<file path="src/rtl/mdu_pkg.sv">
// mdu_pkg: op encodings, sequencer states and constants shared by the HI/LO multiply/divide unit.
package mdu_pkg;
    localparam int ITER_W = 6;
    localparam logic [31:0] DIVZ_LO = 32'hFFFF_FFFF;
    typedef enum logic [1:0] {OP_MULTU = 2'b00, OP_MULT = 2'b01, OP_DIVU = 2'b10, OP_DIV = 2'b11} op_e;
    typedef enum logic [2:0] {S_IDLE, S_PREP_A, S_PREP_B, S_ITER, S_FIX_L, S_FIX_H, S_DONE} state_e;
endpackage

</file>
<file path="src/rtl/cla32.sv">
// cla32: 32-bit carry-lookahead adder, sum only; 4-bit lookahead groups chained by group generate/propagate.
module cla32 (
    input  logic [31:0] a_i,
    input  logic [31:0] b_i,
    input  logic        ci_i,
    output logic [31:0] sum_o
);
    logic [30:0] g;
    logic [31:0] p, c;
    logic [7:0]  cg;
    logic [6:0]  gg, gp;
    assign g = a_i[30:0] & b_i[30:0];
    assign p = a_i ^ b_i;
    assign cg[0] = ci_i;
    for (genvar k = 0; k < 8; k++) begin : g_grp
        localparam int L = 4 * k;
        assign c[L]   = cg[k];
        assign c[L+1] = g[L] | p[L] & cg[k];
        assign c[L+2] = g[L+1] | p[L+1] & g[L] | p[L+1] & p[L] & cg[k];
        assign c[L+3] = g[L+2] | p[L+2] & g[L+1] | p[L+2] & p[L+1] & g[L] | p[L+2] & p[L+1] & p[L] & cg[k];
        if (k < 7) begin : g_la
            assign gp[k]   = &p[L+3:L];
            assign gg[k]   = g[L+3] | p[L+3] & g[L+2] | p[L+3] & p[L+2] & g[L+1] | p[L+3] & p[L+2] & p[L+1] & g[L];
            assign cg[k+1] = gg[k] | gp[k] & cg[k];
        end
    end
    assign sum_o = p ^ c;
endmodule

</file>
<file path="src/rtl/mdu_seq.sv">
// mdu_seq: iterative MULT/MULTU/DIV/DIVU sequencer sharing one cla32 adder; fixed 37-cycle latency.
// Divide datapath and dz only when MDU_DIV_EN is defined; otherwise divide ops complete with hi/lo = 0.
module mdu_seq
    import mdu_pkg::*;
#(
    parameter int ITERS = 32
) (
    input  logic        clk,
    input  logic        rst,
    input  logic        start,
    input  logic [1:0]  op,
    input  logic [31:0] a,
    input  logic [31:0] b,
    output logic        busy,
    output logic        done,
    output logic        dz,
    output logic [31:0] hi,
    output logic [31:0] lo
);
    state_e             state_q;
    logic [ITER_W-1:0]  cnt_q;
    logic [31:0]        wh_q, wl_q, x_q, hi_q, lo_q;
    logic               sa_q, sb_q, div_q, lz_q, busy_q, done_q;
    logic [31:0]        add_a, add_b, sum;
    logic               add_ci, co, take, is_div, neg, sgn;
`ifdef MDU_DIV_EN
    logic               dz_q, bz_q;
    logic [31:0]        a_q;
    assign is_div = div_q;
    assign dz     = dz_q;
`else
    assign is_div = 1'b0;
    assign dz     = 1'b0;
`endif
    assign sgn  = op == OP_MULT || op == OP_DIV;
    assign neg  = sa_q ^ sb_q;
    assign co   = add_a[31] & add_b[31] | (add_a[31] ^ add_b[31]) & ~sum[31];
    assign take = wh_q[31] | co;
    always_comb begin
        add_a  = '0;
        add_b  = '0;
        add_ci = 1'b0;
        case (state_q)
            S_PREP_A: begin
                add_a  = sa_q ? ~wl_q : wl_q;
                add_ci = sa_q;
            end
            S_PREP_B: begin
                add_a  = sb_q ? ~x_q : x_q;
                add_ci = sb_q;
            end
            S_ITER: begin
                add_a  = is_div ? {wh_q[30:0], wl_q[31]} : wh_q;
                add_b  = is_div ? ~x_q : x_q;
                add_ci = is_div;
            end
            S_FIX_L: begin
                add_a  = neg ? ~wl_q : wl_q;
                add_ci = neg;
            end
            S_FIX_H: begin
                add_a  = (is_div ? sa_q : neg) ? ~wh_q : wh_q;
                add_ci = is_div ? sa_q : neg & lz_q;
            end
            default: ;
        endcase
    end
    cla32 u_cla (
        .a_i   (add_a),
        .b_i   (add_b),
        .ci_i  (add_ci),
        .sum_o (sum)
    );
    always_ff @(posedge clk) begin
        if (rst) begin
            state_q <= S_IDLE;
            busy_q  <= 1'b0;
            done_q  <= 1'b0;
            hi_q    <= '0;
            lo_q    <= '0;
`ifdef MDU_DIV_EN
            dz_q    <= 1'b0;
`endif
        end else begin
            done_q <= 1'b0;
            case (state_q)
                S_IDLE, S_DONE: begin
                    state_q <= start ? S_PREP_A : S_IDLE;
                    busy_q  <= start;
                    if (start) begin
                        wl_q  <= a;
                        x_q   <= b;
                        sa_q  <= sgn & a[31];
                        sb_q  <= sgn & b[31];
                        div_q <= op[1];
`ifdef MDU_DIV_EN
                        bz_q  <= op[1] & (b == '0);
                        a_q   <= a;
`endif
                    end
                end
                S_PREP_A: begin
                    wl_q    <= sum;
                    state_q <= S_PREP_B;
                end
                S_PREP_B: begin
                    x_q     <= sum;
                    wh_q    <= '0;
                    cnt_q   <= '0;
                    state_q <= S_ITER;
                end
                S_ITER: begin
                    // divide: restoring step on {rem,q}; multiply: add-and-shift on {hi,lo}
                    if (is_div) begin
                        wh_q <= take ? sum : {wh_q[30:0], wl_q[31]};
                        wl_q <= {wl_q[30:0], take};
                    end else begin
                        {wh_q, wl_q} <= wl_q[0] ? {co, sum, wl_q[31:1]} : {1'b0, wh_q, wl_q[31:1]};
                    end
                    cnt_q   <= cnt_q + 1'b1;
                    state_q <= cnt_q == ITER_W'(ITERS - 1) ? S_FIX_L : S_ITER;
                end
                S_FIX_L: begin
                    wl_q    <= sum;
                    lz_q    <= wl_q == '0;
                    state_q <= S_FIX_H;
                end
                S_FIX_H: begin
`ifdef MDU_DIV_EN
                    hi_q <= bz_q ? a_q : sum;
                    lo_q <= bz_q ? DIVZ_LO : wl_q;
                    dz_q <= bz_q;
`else
                    hi_q <= div_q ? '0 : sum;
                    lo_q <= div_q ? '0 : wl_q;
`endif
                    busy_q  <= 1'b0;
                    done_q  <= 1'b1;
                    state_q <= S_DONE;
                end
                default: state_q <= S_IDLE;
            endcase
        end
    end
    assign busy = busy_q;
    assign done = done_q;
    assign hi   = hi_q;
    assign lo   = lo_q;
endmodule
</file>
<file path="config.mk">
export PLATFORM = sky130hd
export DESIGN_NAME = mdu_seq
export DESIGN_NICKNAME = d
export VERILOG_FILES = /design/src/rtl/mdu_pkg.sv /design/src/rtl/cla32.sv /design/src/rtl/mdu_seq.sv
export SDC_FILE = /design/constraint.sdc
export NUM_CORES = 1
export LEC_CHECK = 0
export BUFFER_PORTS_ARGS = -buffer_cell sky130_fd_sc_hd__buf_2
export CAP_MARGIN = 5
export CORE_MARGIN = 4
export CORE_UTILIZATION = 25
export CTS_CLUSTER_DIAMETER = 150
export DETAILED_ROUTE_END_ITERATION = 6
export SETUP_SLACK_MARGIN = 0.1
export SYNTH_ARGS = -nofsm -noshare
export SYNTH_HDL_FRONTEND = slang
export SYNTH_SLANG_ARGS = --single-unit
</file>
<file path="constraint.sdc">
create_clock -name clk -period 7.1 [get_ports clk]
set_clock_uncertainty 0.05 [all_clocks]
set_input_delay 1.065 -clock clk [delete_from_list [all_inputs] [get_ports clk]]
set_output_delay 1.065 -clock clk [all_outputs]
set_load 0.05 [all_outputs]
</file>
==> impl_metrics.py <==
metrics = {
    "power_and_ir_drop": {
        "leakage_nw": 4.98,
        "p_sw_mw": 0.833,
        "p_int_mw": 1.79,
        "power.total_mw": 2.62,
        "peakVddDrop_v": 0.000144,
        "pwr-share-comb_pct": 18.3,
        "swShare_pct": 31.7,
        "power_density_mw_per_mm2": 216,
        "seqPwrFrac_pct": 45.2,
        "p_clk_share_pct": 36.6,
    },
    "timing": {
        "finalSetupTns_ps": 0,
        "holdWs_ps": 407,
        "period_share_pct": 78.7,
        "fmax_mhz": 179,
        "fin_crit_ps": 5590,
        "worst_pin_slew_ps": 1050,
        "setup_viol": 0,
        "max_slew_margin_pct": 30.0,
        "hold_viol": 0,
        "rsz0062_at_grt": "false",
        "finalMaxSlewViolations": 0,
    },
    "detailed_routing": {
        "dr.pass1.iters": 5,
        "totalWireLength_um": 36100,
        "viasPerCell": 5.20,
        "route.detailed.drc": 0,
        "dr.first_iter.drc_count": 1104,
        "vias": 8832,
        "ant_nets": 0,
        "wire_per_inst_um": 21.3,
    },
    "yosys": {
        "syn_area_mm2": 0.0104,
        "syn_nets": 1170,
        "avgSynthCellArea_um2": 9.78,
        "syn_inst": 1060,
        "synth-async-reset-ratio_pct": 0,
        "ys_seq_elements": 175,
        "yosysSeqAreaShare_pct": 44.0,
        "synthFlopType": "edfxtp_1",
        "synth-edff-count": 106,
        "yosysWarnings": 0,
        "yosys.cell_types.count": 72,
    },
    "critical_path": {
        "r2r_setup_slack_ps": 1510,
        "critPathCaptureType": "register",
        "crit_path_start_kind": "register",
        "cp_slowest_cell": "dfxtp_1",
        "path_cells": "and2_1 > buf_4 > nand2_1 > o2111ai_1 > ha_1 > a21oi_1 > o21ai_0 > o2111ai_1 > nand2_1 > a31oi_1 > inv_1 > a21o_1 > fa_1 > xnor2_1 > nor2_1 > a221o_1",
        "cp.arrival_ps": 5730,
        "path_class": "register to register",
        "cp.required_ps": 7240,
        "cpPeakStageDelay_ps": 910,
        "crit_fanout": 25,
    },
    "status": {
        "status": "complete, no violations",
    },
    "clock_tree": {
        "cts_root_buffer": "clkbuf_16",
        "htreeDepth": 4,
        "cts.clk_slew.worst_paths_ps": 80,
        "cts_buffer_depth": 2,
        "cts_made_buffers": 17,
        "cts.sinks": 175,
        "clk_latency_ps": 440,
        "post_cts_resize_count": 0,
        "cts_hold_buf": 0,
        "cts_tree": "yes",
        "postCtsSetupBuffers": 0,
    },
    "run": {
        "maxCapViolCount": 0,
    },
    "finish": {
        "syn_to_final_growth_pct": 17.4,
        "finalNetCount": 1263,
        "stdcell_area_mm2": 0.0122,
        "drive_above_1_share_pct": 19.0,
        "finalNonFillerCells": 1699,
    },
    "place": {
        "gp_congestion": 0.934,
        "postPlaceCellArea_mm2": 0.0116,
        "dp_cells": 1666,
        "dp_hpwl_um": 26000,
        "io_buffers": 134,
    },
    "worst_hold_path": {
        "min_path_type": "register to register",
    },
    "global_routing": {
        "grt_pass1_wl_um": 53500,
        "antenna_found_initial": 4,
        "grt.overflow.total": 0,
        "grtUsageTotal_pct": 15.6,
        "grt_pass1_vias": 8115,
        "grt_max_degree": 65,
    },
    "floorplanning": {
        "dieArea_mm2": 0.0448,
        "ios": 136,
        "die_w_um": 212,
        "start_util_pct": 25.3,
        "num_rows": 74,
        "core_mm2": 0.0409,
        "die_h_um": 212,
    },
}
==> synth_stat cells, types with 5 or more instances <==
cell,count,share of area [%]
o21ai_1,8,0.39
buf_2,5,0.24
nor2_1,53,1.9
a22o_1,41,3.5
nor4_1,9,0.54
and3_1,37,2.2
xor2_1,42,3.5
buf_1,7,0.25
a21o_1,7,0.51
dfxtp_1,69,13
nand2b_1,9,0.54
nor3_1,8,0.39
ha_1,32,3.9
edfxtp_1,106,31
a21oi_1,25,1.2
inv_1,14,0.51
clkbuf_1,64,2.3
nand3b_1,6,0.43
nand3_1,13,0.63
nand2_1,177,6.4
a221o_1,11,1.1
xnor2_1,51,4.3
o2111ai_1,32,2.7
buf_4,6,0.43
a22oi_1,21,1.5
mux2i_1,46,4.4
a211oi_1,12,0.87
and2_1,5,0.30
fa_1,9,1.7
o21ai_0,67,3.2
==> path summary, 6_finish.rpt <==
check	start	end	depth (start not counted)
worst max-delay path	state_q[0]	wl_q[25]	16
worst min-delay path	hi[14]	hi[14]	2
worst max register to register	state_q[0]	wl_q[25]	16
worst min register to register	hi[14]	hi[14]	2
==> power groups by stage <==
stage               Sequential, mW  Clock, mW  Combinational [mW]
finish                        1.19      0.960               0.479
CTS                           1.18      0.976               0.475
detailed placement            1.21          0               0.472
global placement              1.21          0               0.465
floorplan                     1.18          0               0.320
global route                  1.19       1.02               0.520
==> metrics by stage <==
| stage | setup slack, ps | util, % |
|---|---|---|
| floorplan | 2540 | - |
| global placement | 1700 | 28.3 |
| detailed placement | 1700 | 28.3 |
| CTS | 1680 | 29.7 |
| global route | 1290 | 29.7 |
| finish | 1510 | 29.8 |
==> state kept, by name, summed over array words and instances, names as in the netlist, 3 cells and up <==
name,cells
hi,32
state_q,3
lo,32
wl_q,32
x_q,32
cnt_q,6
wh_q,32
==> metal layers <==
layer / track usage [%] / routed length, um / share of wire, % / vias up
met5: 0 / 40 / 0.11 / -
met4: 2.82 / 376 / 1.0 / 6
met3: 3.60 / 3520 / 9.7 / 35
met2: 21.9 / 14800 / 41 / 414
met1: 24.6 / 17400 / 48 / 4303
li1: - / - / - / 4074
==> cell type report <==
class / count / area (um2)
diodes: 1 / 2.50
clock buffers: 18 / 450
clock inverters: 14 / 141
fillers: 4313 / 28700
inverters: 15 / 56.3
multi-input cells: 788 / 5460
flip-flops and latches: 175 / 4560
well taps: 532 / 666
repair buffers: 156 / 836
==> cells by family (layout without fill, tap and decap cells) <==
kind of cell             count (synthesis)  in the layout  synth area share [%]
flip-flops                             175            175                  44.0
AND/OR/NAND/NOR                        344            344                  15.3
buffers and inverters                   97            203                  3.79
XOR/XNOR                                94             94                  8.01
AO/OA/AOI/OAI                          259            259                  18.5
other                                    1              2                0.0362
multiplexers                            49             49                  4.80
adder cells (fa/ha/maj)                 41             41                  5.60
==> placed cells by master, fill, tap and decap left out, drive strengths merged, types with 5 or more instances in the layout <==
cell type,n
o21ai,77
clkinv,5
xor2,43
edfxtp,106
a21oi,26
nor3,9
fa,9
nand3,14
inv,24
and3,37
buf,156
a22oi,21
mux2i,46
nand3b,6
xnor2,51
nor4,9
a22o,41
dfxtp,69
a221o,11
o2111ai,32
ha,32
clkbuf,18
a21o,7
nand2,177
and2,6
nor2,55
a211oi,14
nand2b,9
==> critical path, delay by kind of cell (launching register included) <==
family	cells	cell delay (ps)
AOI/OAI and AO/OA	7	1800
and+or+nand+nor	4	990
DFF	1	910
adders and majority gates	2	760
buffers and inverters	2	510
xor gates and xnor gates	1	300
Note: power is estimated with default switching activity, not from simulation.
